**src/rtl/alu_seq_pkg.sv**
```systemverilog
// Shared definitions for the ALU front-end sequencer: FSM states and
// command byte field positions.
package alu_seq_pkg;

    typedef enum logic [2:0] {
        S_CMD  = 3'd0,
        S_A    = 3'd1,
        S_B    = 3'd2,
        S_EXEC = 3'd3,
        S_OUT  = 3'd4
    } state_t;

    // Command byte layout; bits [7:6] are reserved and ignored.
    localparam int unsigned CMD_FUNC_LSB = 0;
    localparam int unsigned CMD_FUNC_MSB = 3;
    localparam int unsigned CMD_USE_ACC  = 4;
    localparam int unsigned CMD_CLEAR    = 5;

endpackage

```
**src/rtl/alu_seq_outreg.sv**
```systemverilog
// Result holding register with downstream valid/ready handshake.
// Optional feature macro: ALU_SEQ_FLAGS_EN adds zero/negative flags
// captured alongside the result.
module alu_seq_outreg #(
    parameter int unsigned W = 8
) (
    input  logic         clk,
    input  logic         rst,
    input  logic         load,
    input  logic [W-1:0] result,
    input  logic         ready,
`ifdef ALU_SEQ_FLAGS_EN
    output logic         flag_zero,
    output logic         flag_neg,
`endif
    output logic [W-1:0] data,
    output logic         valid
);

    // Capture the result on load; valid drops only after a downstream transfer.
    always_ff @(posedge clk) begin
        if (rst) begin
            data  <= '0;
            valid <= 1'b0;
        end else if (load) begin
            data  <= result;
            valid <= 1'b1;
        end else if (valid && ready) begin
            valid <= 1'b0;
        end
    end

`ifdef ALU_SEQ_FLAGS_EN
    // Flags are held with the data and update only when a new result loads.
    always_ff @(posedge clk) begin
        if (rst) begin
            flag_zero <= 1'b0;
            flag_neg  <= 1'b0;
        end else if (load) begin
            flag_zero <= (result == '0);
            flag_neg  <= result[W-1];
        end
    end
`endif

endmodule

```
**src/rtl/alu_sequencer.sv**
```systemverilog
// Byte-stream front end for eight_bit_alu: parses command/operand bytes,
// drives registered ALU inputs, captures the result into an accumulator
// and presents it downstream.
// Optional feature macro: ALU_SEQ_FLAGS_EN adds flag_zero_o / flag_neg_o.
module alu_sequencer
    import alu_seq_pkg::*;
#(
    parameter int unsigned          DATA_W    = 8,
    parameter int unsigned          FUNC_W    = 4,
    parameter logic [DATA_W-1:0]    ACC_RESET = '0
) (
    input  logic              clk_i,
    input  logic              rst_i,
    input  logic [DATA_W-1:0] in_data_i,
    input  logic              in_valid_i,
    output logic              in_ready_o,
    output logic [DATA_W-1:0] out_data_o,
    output logic              out_valid_o,
    input  logic              out_ready_i,
    output logic [DATA_W-1:0] alu_a_o,
    output logic [DATA_W-1:0] alu_b_o,
    output logic [FUNC_W-1:0] alu_f_o,
    input  logic [DATA_W-1:0] alu_y_i,
`ifdef ALU_SEQ_FLAGS_EN
    output logic              flag_zero_o,
    output logic              flag_neg_o,
`endif
    output logic              busy_o
);

    state_t            state;
    state_t            state_next;
    logic              in_fire;
    logic              exec;
    logic [DATA_W-1:0] acc;

    assign in_fire = in_valid_i && in_ready_o;
    assign busy_o  = (state != S_CMD);

    // State register.
    always_ff @(posedge clk_i) begin
        if (rst_i) state <= S_CMD;
        else       state <= state_next;
    end

    // Next-state, input ready and execute strobe.
    always_comb begin
        state_next = state;
        in_ready_o = 1'b0;
        exec       = 1'b0;
        case (state)
            S_CMD: begin
                in_ready_o = 1'b1;
                if (in_valid_i) begin
                    if (in_data_i[CMD_CLEAR])        state_next = S_CMD;
                    else if (in_data_i[CMD_USE_ACC]) state_next = S_B;
                    else                             state_next = S_A;
                end
            end
            S_A: begin
                in_ready_o = 1'b1;
                if (in_valid_i) state_next = S_B;
            end
            S_B: begin
                in_ready_o = 1'b1;
                if (in_valid_i) state_next = S_EXEC;
            end
            S_EXEC: begin
                exec       = 1'b1;
                state_next = S_OUT;
            end
            S_OUT: begin
                if (out_valid_o && out_ready_i) state_next = S_CMD;
            end
            default: state_next = S_CMD;
        endcase
    end

    // ALU input registers and accumulator; clear overrides use_acc.
    always_ff @(posedge clk_i) begin
        if (rst_i) begin
            acc     <= ACC_RESET;
            alu_a_o <= '0;
            alu_b_o <= '0;
            alu_f_o <= '0;
        end else begin
            if (in_fire) begin
                case (state)
                    S_CMD: begin
                        alu_f_o <= in_data_i[CMD_FUNC_MSB:CMD_FUNC_LSB];
                        if (in_data_i[CMD_CLEAR])        acc     <= ACC_RESET;
                        else if (in_data_i[CMD_USE_ACC]) alu_a_o <= acc;
                    end
                    S_A:     alu_a_o <= in_data_i;
                    S_B:     alu_b_o <= in_data_i;
                    default: ;
                endcase
            end
            if (exec) acc <= alu_y_i;
        end
    end

    alu_seq_outreg #(
        .W(DATA_W)
    ) u_outreg (
        .clk       (clk_i),
        .rst       (rst_i),
        .load      (exec),
        .result    (alu_y_i),
        .ready     (out_ready_i),
`ifdef ALU_SEQ_FLAGS_EN
        .flag_zero (flag_zero_o),
        .flag_neg  (flag_neg_o),
`endif
        .data      (out_data_o),
        .valid     (out_valid_o)
    );

endmodule

```
**config.mk**
```make
export PLATFORM = sky130hd
export DESIGN_NAME = alu_sequencer
export DESIGN_NICKNAME = d
export VERILOG_FILES = /design/src/rtl/alu_seq_pkg.sv /design/src/rtl/alu_seq_outreg.sv /design/src/rtl/alu_sequencer.sv
export SDC_FILE = /design/constraint.sdc
export NUM_CORES = 1
export LEC_CHECK = 0
export ABC_AREA = 1
export BUFFER_PORTS_ARGS = -buffer_cell sky130_fd_sc_hd__buf_2
export CAP_MARGIN = 20
export CORE_ASPECT_RATIO = 1.4
export CORE_MARGIN = 1
export CORE_UTILIZATION = 27
export DETAILED_ROUTE_END_ITERATION = 8
export GPL_TIMING_DRIVEN = 1
export PLACE_DENSITY = 0.55
export SLEW_MARGIN = 20
export SYNTH_ARGS = -nofsm -noshare
export SYNTH_HDL_FRONTEND = slang
export SYNTH_HIERARCHICAL = 1
export SYNTH_SLANG_ARGS = --single-unit
```
**constraint.sdc**
```tcl
create_clock -name clk_i -period 3.6 [get_ports clk_i]
set_input_delay 0.18 -clock clk_i [delete_from_list [all_inputs] [get_ports clk_i]]
set_output_delay 0.18 -clock clk_i [all_outputs]
set_load 0.01 [all_outputs]
```
Word-level counts from Yosys, hierarchy flattened
Index checks and enable logic that the tools add are counted.
{ "totals": {"output_inout_bits": 31, "ff_bits": 40, "elab_cells": 50} }
{ "classes": {"reduce_logical": 15, "muxes": 18, "n_eq_ne": 10} }
{ "ops": {"columns": ["cell", "n"], "rows": [
  ["8-bit two-way mux", 6],
  ["8-bit case mux with 2 select lines", 1],
  ["3-bit case mux with 5 select lines", 1],
  ["3-bit two-way mux", 4],
  ["2-bit inequality test, second input constant", 6],
  ["2-bit nonzero test", 5],
  ["4-bit AND reduction", 2],
  ["3-bit by 2-bit equality test with 1-bit output, second input constant", 2],
  ["1-bit two-way mux", 4],
  ["2-bit two-way mux", 2],
  ["2-bit AND reduction", 2],
  ["3-bit by 1-bit equality test with 1-bit output, second input constant", 1],
  ["3-bit equality test, second input constant", 1],
  ["3-bit zero test", 1],
  ["3-bit AND reduction", 1],
  ["3-bit nonzero test", 1],
  ["3-bit OR reduction", 1],
  ["1-bit logical AND", 2]
]} }

Longest topological paths before layout
Gate-level depths: netlist of run 1.
{ "depth": {"word_depth": 6, "ltp_mapped": 10} }

By module
The synthesis of run 1 kept the hierarchy.
{ "by_module_without_submodules": {"columns": ["module", "instances", "area_per_inst_um2", "seq_area_each_um2", "cells_per_inst"], "rows": [
  ["alu_sequencer", 1, 1416.4, 620.6, 197],
  ["alu_seq_outreg", 1, 304.0, 180.2, 38]
]} }

Least setup slack after synthesis of run 1
Ideal clock, no wire load.
{ "synth_timing": {"path_type": "reg2reg", "start": "register state[2]", "end": "register u_outreg.data[0]", "path_slack_ns": 2.319, "synth_period_minus_slack_ns": 1.281, "setup_time_ns": 0.064, "t_arrival_ns": 1.217, "stages_incl_launch_ff": 7, "cell_sequence": "dfxtp_1 > inv_2 > nand3_1 > clkinv_1 > inv_2 > nor2_1 > nor2_1"} }
{ "synth_between": {"elab_chain_len": 2} }
{ "synth_rtl": {"columns": ["item", "line_no", "text"], "rows": [
  ["from (decl)", "alu_sequencer.sv:31", "state_t state;"],
  ["from (signal assigned)", "alu_sequencer.sv:43", "else state <= state_next;"],
  ["3-bit by 2-bit equality test with 1-bit output", "alu_sequencer.sv:51", "case (state)"],
  ["1-bit two-way mux", "alu_sequencer.sv:51", null],
  ["named net exec", "alu_sequencer.sv:34", "logic exec;"],
  ["to (signal assigned)", "alu_seq_outreg.sv:26", "data <= result;"],
  ["to (decl)", "alu_seq_outreg.sv:16", "output logic [W-1:0] data,"]
]} }
The timed path passes the listed nets, and every way through them passes these cells.
A chain may end at the register's enable or synchronous reset.

Final worst setup path of run 1
{ "layout_timing": {"start": "register state[2]", "end": "register u_outreg.data[2]"} }
The elaborated chain is that of the path after synthesis.

==> impl_metrics.tcl, run 1 <==
set metrics [dict create \
    peakVddDrop_mv 0.179 \
    min_from "alu_y_i[5]" \
    maxCapViolCount 0 \
    ios 51 \
    status "complete, no violations" \
    hold_path.class "in2reg" \
    die_w_um 69.5 \
    portBuffers 50 \
    wl_um 3980 \
    critPathLaunchType "flip-flop" \
    grt.total_usage 0.129 \
    synth_area_leaders "dfxtp_1, nand2_1, nor2_1" \
    antenna_found_initial 0 \
    drc 0 \
    rsz0062_at_grt "false" \
    grt_start_max_net_pins 18 \
    p_seq_frac 0.495 \
    top_layer "met4" \
    hold_end "u_outreg/data[5]" \
    slew-limit-headroom 0.641 \
    post-cts-setup-buffers 0 \
    reg2reg_depth 6 \
    die_area_mm2 0.00670 \
    overflow 0 \
    syn2layout_area_growth_pct 22.5 \
    cts_buffers 5 \
    final-setup-viol-count 0 \
    die_h_um 96.5 \
    syn-num-nets 255 \
    ys_ff_latch 40 \
    drv_slew 0 \
    ys_types 24 \
    fin_crit_sh 0.515 \
    yosys_warnings 6 \
    cts.sink_count 40 \
    worstMarginPinSlew_ns 0.536 \
    dr.first_iter.drc_count 114 \
    wl_met2_um 1920 \
    clock_skew_ns 0.00912 \
    clk_pin_slew_ns 0.08 \
    fin_util 0.342 \
    syn_area_mm2 0.00172 \
    critPathCaptureType "flip-flop" \
    power.static_leakage_nw 1.01 \
    cp.required_ns 3.83 \
    clockBufferDepth 2 \
    hold_viol_final 0 \
    cts-root-buf "clkbuf_8" \
    synth_top_area_share 0.465 \
    viasPerCell 4.42 \
    setup_ws_ns 1.75 \
    place_worst_setup_slack_ns 1.73 \
    netSwitchingPower_mw 0.244 \
    initial_core_util 0.279 \
    crit_start "state[2]" \
    comb_power_share 0.121 \
    grt_pass1_vias 1463 \
    gp_congestion 0.803 \
    p_int_mw 0.707 \
    clk_latency_ns 0.29 \
    drtAntennaViolNets 0 \
    wl_met1_um 1780 \
    fin_crit_ns 1.85 \
    avgSynthCellArea_um2 7.32 \
    wl_per_cell_um 11.2 \
    core_area_mm2 0.00617 \
    power_density_mw_per_mm2 451 \
    crit_fanout 17 \
    cts_tree "done" \
    power_frac_clock 0.385 \
    nFillCells 679 \
    grt_pass1_wl_um 6820 \
    hold_slack_ns 0.122 \
    setup_tns_ns 0 \
    ff2ff_setup_slack_ns 1.75 \
    post_cts_resized 0 \
    dr_total_vias 1574 \
    layout-drive-gt1-share 0.250 \
    layout.nets 303 \
    hold-path-cell-count 3 \
    reg2reg_to "u_outreg/data[2]" \
    cp_data_arrival_time_ns 2.09 \
    synthCells 235 \
    fmax_mhz 539 \
    crit_type "reg2reg" \
    place_hpwl_um 3010 \
    yosysTopAreaCell "dfxtp_1" \
    postCtsHoldBufs 0 \
    swShare 0.257 \
    dr.pass1.iters 4 \
    rr_startpoint "state[2]" \
    diodes 0 \
    htreeDepth 2 \
    rows 34 \
    synth_seq_area_share 0.465 \
    dr_wl_met3_um 199 \
]
==> routing by layer <==
metal  vias to the layer above  global-route usage
met5                         -                   0
met4                         0              0.0612
met3                         7              0.0342
met2                        35               0.227
met1                       689               0.146
li1                        843                   -
==> worst max path at each step <==
stage | end | cells past startpoint
floorplan | u_outreg/data[0] | 6
global placement | u_outreg/data[3] | 6
detailed placement | u_outreg/data[3] | 6
CTS | u_outreg/data[3] | 6
global route | u_outreg/data[2] | 6
finish | u_outreg/data[2] | 6
==> cells in the final DEF, fill, tap and decap left out <==
master	n
buf_2	50
nand2_1	48
dfxtp_1	40
nor2_1	33
nand3_1	23
a21oi_1	23
inv_1	22
o21ai_0	19
clkbuf_8	5
nand2_4	3
inv_2	2
nand2_2	2
nand4_1	2
clkinv_1	1
nor2_8	1
or2_2	1
o21ai_2	1
nor2_2	1
clkinv_4	1
o211ai_1	1
a31oi_1	1
bufinv_16	1
clkinvlp_4	1
clkinv_2	1
a21oi_2	1
==> metrics by stage <==
| step | cell area [um^2] | instances | total power [mW] |
|---|---|---|---|
| after floorplan | 1720 | 235 | 0.558 |
| final | 2110 | 356 | 0.951 |
| after global routing | 2110 | 356 | 0.999 |
| after global placement | 2000 | 348 | 0.597 |
| after CTS | 2110 | 356 | 0.965 |
| after detailed placement | 2000 | 348 | 0.598 |
==> cells in the mapped netlist, drive strengths merged <==
cell type / count
a21oi: 24
a31oi: 1
buf: 8
clkbuf: 1
clkinv: 2
dfxtp: 40
inv: 24
nand2: 53
nand3: 23
nand4: 2
nor2: 35
o211ai: 1
o21ai: 20
or2: 1
==> critical path, cell delays in order (launching register included) <==
cell and delay (ns):
dfxtp_1 0.49, inv_2 0.10, nand3_1 0.29, clkinv_1 0.45, inv_2 0.29, nor2_1 0.06
nor2_1 0.11
==> sequential cells by signal (all words and copies together), names as in the netlist <==
| register | flops |
|---|---|
| alu_a_o | 8 |
| u_outreg/valid | 1 |
| state | 3 |
| alu_f_o | 4 |
| acc | 8 |
| u_outreg/data | 8 |
| alu_b_o | 8 |
==> area by class of cell <==
class / instances / area, um^2 / area share
Multi-Input combinational cell: 160 / 752 / 0.357
Tap cell: 72 / 90.1 / 0.0428
Sequential cell: 40 / 801 / 0.380
Timing Repair Buffer: 50 / 250 / 0.119
Clock buffer: 5 / 68.8 / 0.0327
Clock inverter: 3 / 42.5 / 0.0202
Inverter: 26 / 103 / 0.0487
==> cell families after synthesis <==
| family | count (synthesis) | share of synthesized area |
|---|---|---|
| compound gates | 46 | 0.140 |
| flops | 40 | 0.465 |
| simple gates | 114 | 0.297 |
| buf+inv | 35 | 0.0975 |
==> power groups by stage <==
stage	registers [mW]	clock network (mW)	logic, mW
finish	0.470	0.366	0.115
global route	0.473	0.397	0.129
CTS	0.471	0.377	0.117
floorplan	0.485	0	0.0731
detailed placement	0.481	0	0.117
global placement	0.481	0	0.116
Note: power is estimated with default switching activity, not from simulation.
==> run 2, diff against run 1 <==
clock period = 1.77 ns   (was 3.6 ns; I/O delays follow)
==> impl_metrics.tcl, run 2 (synthesis gave the netlist of run 1 again) <==
set metrics [dict create \
    portBuffers 50 \
    peakVddDrop_mv 0.399 \
    reg2reg_to "u_outreg/data[3]" \
    wl_um 3970 \
    grt.total_usage 0.128 \
    cts.sink_count 40 \
    fin_cells 358 \
    nFillCells 683 \
    drc 0 \
    worstPathCellList "inv_2, nand3_1, clkinvlp_4, inv_2, nor2_1, nor2_1" \
    drv_slew 0 \
    hold_path.class "in2reg" \
    reg2reg_depth 6 \
    clock_skew_ns 0.00755 \
    clockBufferDepth 2 \
    hold_viol_final 0 \
    fin_crit_ns 1.47 \
    fin_crit_sh 0.830 \
    crit_type "reg2reg" \
    die_w_um 69.5 \
    place_hpwl_um 2990 \
    core_area_mm2 0.00617 \
    dp.cells 351 \
    diodes 0 \
    layout_commonest_cell "buf_2" \
    wl_per_cell_um 11.1 \
    min_from "alu_y_i[5]" \
    die_area_mm2 0.00670 \
    antenna_found_initial 0 \
    critPathLaunchType "flip-flop" \
    cp_data_arrival_time_ns 1.70 \
    clk_pin_slew_ns 0.08 \
    hold-path-cell-count 3 \
    grt_start_max_net_pins 18 \
    power.static_leakage_nw 1.00 \
    grt_pass1_vias 1503 \
    final-setup-viol-count 0 \
    syn2layout_area_growth_pct 22.3 \
    initial_core_util 0.279 \
    setup_tns_ns 0 \
    maxCapViolCount 0 \
    cp.required_ns 2.00 \
    rsz0062_at_grt "false" \
    max_stage_delay_ns 0.48 \
    overflow 0 \
    ff2ff_setup_slack_ns 0.30 \
    rows 34 \
    dr_total_vias 1594 \
    layout.nets 306 \
    clk_latency_ns 0.29 \
    final_cell_mix "buf_2, nand2_1, dfxtp_1" \
    htreeDepth 2 \
    hold_end "u_outreg/data[5]" \
    crit_fanout 17 \
    drtAntennaViolNets 0 \
    viasPerCell 4.45 \
    worstMarginPinSlew_ns 0.462 \
    gp_congestion 0.772 \
    fmax_mhz 681 \
    rr_startpoint "state[2]" \
    ios 51 \
    slew-limit-headroom 0.692 \
    layout-drive-gt1-share 0.259 \
    die_h_um 96.5 \
    cts_buffers 5 \
    status "complete, no violations" \
    dr.first_iter.drc_count 73 \
    critPathCaptureType "flip-flop" \
    cts-root-buf "clkbuf_8" \
    power_density_mw_per_mm2 842 \
    dr.pass1.iters 4 \
    grt_pass1_wl_um 6800 \
    cp_slowest_cell "dfxtp_1" \
    cts_tree "done" \
]
## run 2: cell types whose count changed in the layout (fill, tap and decap cells not counted)
cell	previous run	this run
clkinvlp_4	1	2
bufinv_16	1	0
buf_4	0	3
clkinv_1	1	0
## run 2: worst max path at each step
stage	startpoint	endpoint	slack, ns	depth (start not counted)
after floorplan	state[2]	u_outreg/data[0]	0.49	6
after global placement	state[2]	u_outreg/data[3]	0.26	6
after detailed placement	state[2]	u_outreg/data[3]	0.20	6
after CTS	state[2]	u_outreg/data[3]	0.18	6
after global routing	state[2]	u_outreg/data[3]	0.11	6
final	state[2]	u_outreg/data[3]	0.30	6
## run 2: where the power goes
part | switching, mW | leakage (nW) | internal [mW]
clock | 0.312 | 0.0400 | 0.267
combinational | 0.148 | 0.639 | 0.0901
sequential | 0.0208 | 0.325 | 0.934
total | 0.480 | 1.00 | 1.29
## run 2: layout make-up
cell class                 count  area, um^2  share of cell area
timing repair buffer          53         273               0.130
inverter                      26         106              0.0506
tap                           72        90.1              0.0428
clock inverter                 2        12.5             0.00595
sequential                    40         801               0.381
multi-input combinational    160         752               0.358
clock buffer                   5        68.8              0.0327
## run 2: what timing repair did
item / 4_1_cts / 5_1_grt
hold endpoints to repair: 0 / 0
buffers inserted: 0 / 0
hold buffers: 0 / 0
setup endpoints to repair: 0 / 1
resized for setup: 0 / 1
## run 2: through the flow
stage / hold WS, ns / power [mW] / instance area, um^2 / utilization / setup slack, ns
final: 0.0384 / 1.77 / 2100 / 0.341 / 0.301
after global placement: 0.332 / 1.22 / 2020 / 0.327 / 0.257
after global routing: 0.0483 / 1.87 / 2100 / 0.341 / 0.114
after CTS: 0.0280 / 1.81 / 2100 / 0.340 / 0.182
after floorplan: 0.151 / 1.13 / 1720 / - / 0.489
after detailed placement: 0.338 / 1.22 / 2020 / 0.327 / 0.197
## run 2: critical path, delay by kind of cell (launching register included)
kind / cells / cell delay, ns
buf+inv: 3 / 0.61
flops: 1 / 0.48
simple gates: 3 / 0.33
## run 2: metal layers
metal  part of all wire  GRT usage  vias to the layer above  wire length (um)
met5                  0          0                        -                 0
met3              0.044     0.0342                        7               176
met2               0.48      0.231                       37              1900
met4              0.018     0.0629                        0                71
met1               0.46      0.140                      703              1820
li1                   -          -                      847                 -
==> run 3, diff against run 2 <==
PLACE_DENSITY = 0.57   (was 0.55)
clock period = 1.2 ns   (was 1.77 ns; I/O delays follow)
==> impl_metrics.tcl, run 3 (synthesis gave the netlist of run 1 again) <==
set metrics [dict create \
    final-setup-viol-count 1 \
    grt_pass1_wl_um 7000 \
    grt_start_max_net_pins 18 \
    drc 0 \
    wl_per_cell_um 11.5 \
    cts_buffers 5 \
    hold_viol_final 0 \
    initial_core_util 0.279 \
    htreeDepth 2 \
    cp_data_arrival_time_ns 1.46 \
    portBuffers 50 \
    clk_latency_ns 0.30 \
    crit_fanout 5 \
    grt.total_usage 0.134 \
    ff2ff_setup_slack_ns -0.02 \
    gp_congestion 0.777 \
    rr_startpoint "state[2]" \
    critPathCapture "alu_a_o[3]" \
    hold_path.class "in2reg" \
    violations "setup timing" \
    worst-path-buf-inv 2 \
    rsz0062_at_grt "true" \
    layout_commonest_cell "buf_2" \
    max_stage_delay_ns 0.38 \
    cts.sink_count 40 \
    die_area_mm2 0.00670 \
    cp.required_ns 1.44 \
    die_h_um 96.5 \
    fmax_mhz 822 \
    worstMarginPinSlew_ns 0.205 \
    rows 34 \
    crit_start "state[2]" \
    clock_skew_ns 0.0137 \
    peakVddDrop_mv 0.542 \
    reg2reg_depth 7 \
    dr_total_vias 1688 \
    layout.nets 328 \
    globalRoute.busiestLayer "met2" \
    viasPerCell 4.43 \
    drtAntennaViolNets 0 \
    fin_crit_ns 1.22 \
    critPathCaptureType "flip-flop" \
    clockBufferDepth 2 \
    use_met1 0.154 \
    grt_pass1_vias 1492 \
    final_cell_mix "buf_2, nand2_1, dfxtp_1" \
    critPathTopFamily "simple AND/OR/NAND/NOR gates" \
    setup_ws_ns -0.0172 \
    status "finished with violations" \
    use_met3 0.0311 \
    power.static_leakage_nw 1.14 \
    antenna_found_initial 0 \
    cts-root-buf "clkbuf_8" \
    dr.pass1.iters 4 \
    grtUsageMet2 0.231 \
    maxCapViolCount 0 \
    dr.first_iter.drc_count 67 \
    cp_slowest_cell "dfxtp_4" \
    power_density_mw_per_mm2 1250 \
    hold_slack_ns 0.00989 \
    overflow 0 \
    clk_pin_slew_ns 0.09 \
    layout-drive-gt1-share 0.333 \
    drv_slew 0 \
    critPathLaunchType "flip-flop" \
    cts_tree "done" \
    nFillCells 658 \
    die_w_um 69.5 \
    place_hpwl_um 3200 \
    core_area_mm2 0.00617 \
    diodes 0 \
    fin_crit_sh 1.01 \
    reg2reg_to "alu_a_o[3]" \
    crit_type "reg2reg" \
    setup_tns_ns -0.0172 \
    ios 51 \
    wl_um 4360 \
    slew-limit-headroom 0.863 \
    place_worst_setup_slack_ns -0.0190 \
    path_depth 7 \
    syn2layout_area_growth_pct 38.4 \
    worstPathCellList "nor2_8, buf_4, buf_4, nand3_1, nand2_1, nor2_1, nor2_1" \
]
## run 3: changes by cell type in the layout (fill, tap and decap cells not counted), moves of 2 or more
cell	change
buf_4	+14
dlygate4sd3_1	+5
nand3_1	-4
nand3_2	+4
o21ai_0	-4
o21ai_1	+4
buf_6	+3
dfxtp_1	-3
dfxtp_4	+3
nand2_1	-2
nand2_2	+2
## run 3: worst register-to-register path, stage by stage (launching register included)
cell and delay (ns):
dfxtp_4 0.38, nor2_8 0.17, buf_4 0.14, buf_4 0.12, nand3_1 0.12, nand2_1 0.10, nor2_1 0.05, nor2_1 0.08
## run 3: through the flow
stage | std cells | power, mW | cell area (um^2) | utilization
after floorplan | 235 | 1.67 | 1720 | -
after global placement | 367 | 1.84 | 2140 | 0.347
after detailed placement | 367 | 1.84 | 2140 | 0.347
after CTS | 380 | 2.99 | 2320 | 0.377
after global routing | 381 | 3.14 | 2380 | 0.386
final | 381 | 2.98 | 2380 | 0.386
## run 3: report_power, final
part	switching, mW	total (mW)	leakage (nW)	internal [mW]
Sequential	0.0312	1.41	0.327	1.37
Clock	0.506	1.13	0.0548	0.626
Combinational	0.250	0.443	0.761	0.193
## run 3: repair_timing
item,4_1_cts,5_1_grt
hold buffers,5,0
pin swaps,1,5
cloned,0,1
hold endpoints to repair,5,0
buffers inserted,1,0
resized for setup,6,17
endpoints found under the setup margin,23,22
## run 3: layout make-up
class                      count  area (um^2)  share of cell area
timing repair buffer          74          457               0.192
sequential                    40          812               0.341
multi-input combinational    161          803               0.337
inverter                      26          104              0.0436
clock inverter                 3         46.3              0.0194
tap                           72         90.1              0.0378
clock buffer                   5         68.8              0.0289
## run 3: worst min-delay path by stage
stage	startpoint	endpoint	slack (ns)	depth (start not counted)
final	rst_i	acc[3]	0.01	2
after CTS	rst_i	acc[0]	0.002	2
after global routing	rst_i	acc[7]	0.01	2
after detailed placement	alu_y_i[7]	u_outreg/data[7]	0.31	3
after global placement	alu_y_i[6]	u_outreg/data[6]	0.30	3
after floorplan	rst_i	u_outreg/valid	0.12	1
## run 3: metal layers
metal | part of all wire | vias up
li1 | - | 902
met1 | 0.43 | 737
met2 | 0.48 | 39
met3 | 0.041 | 10
met4 | 0.043 | 0
met5 | 0 | -
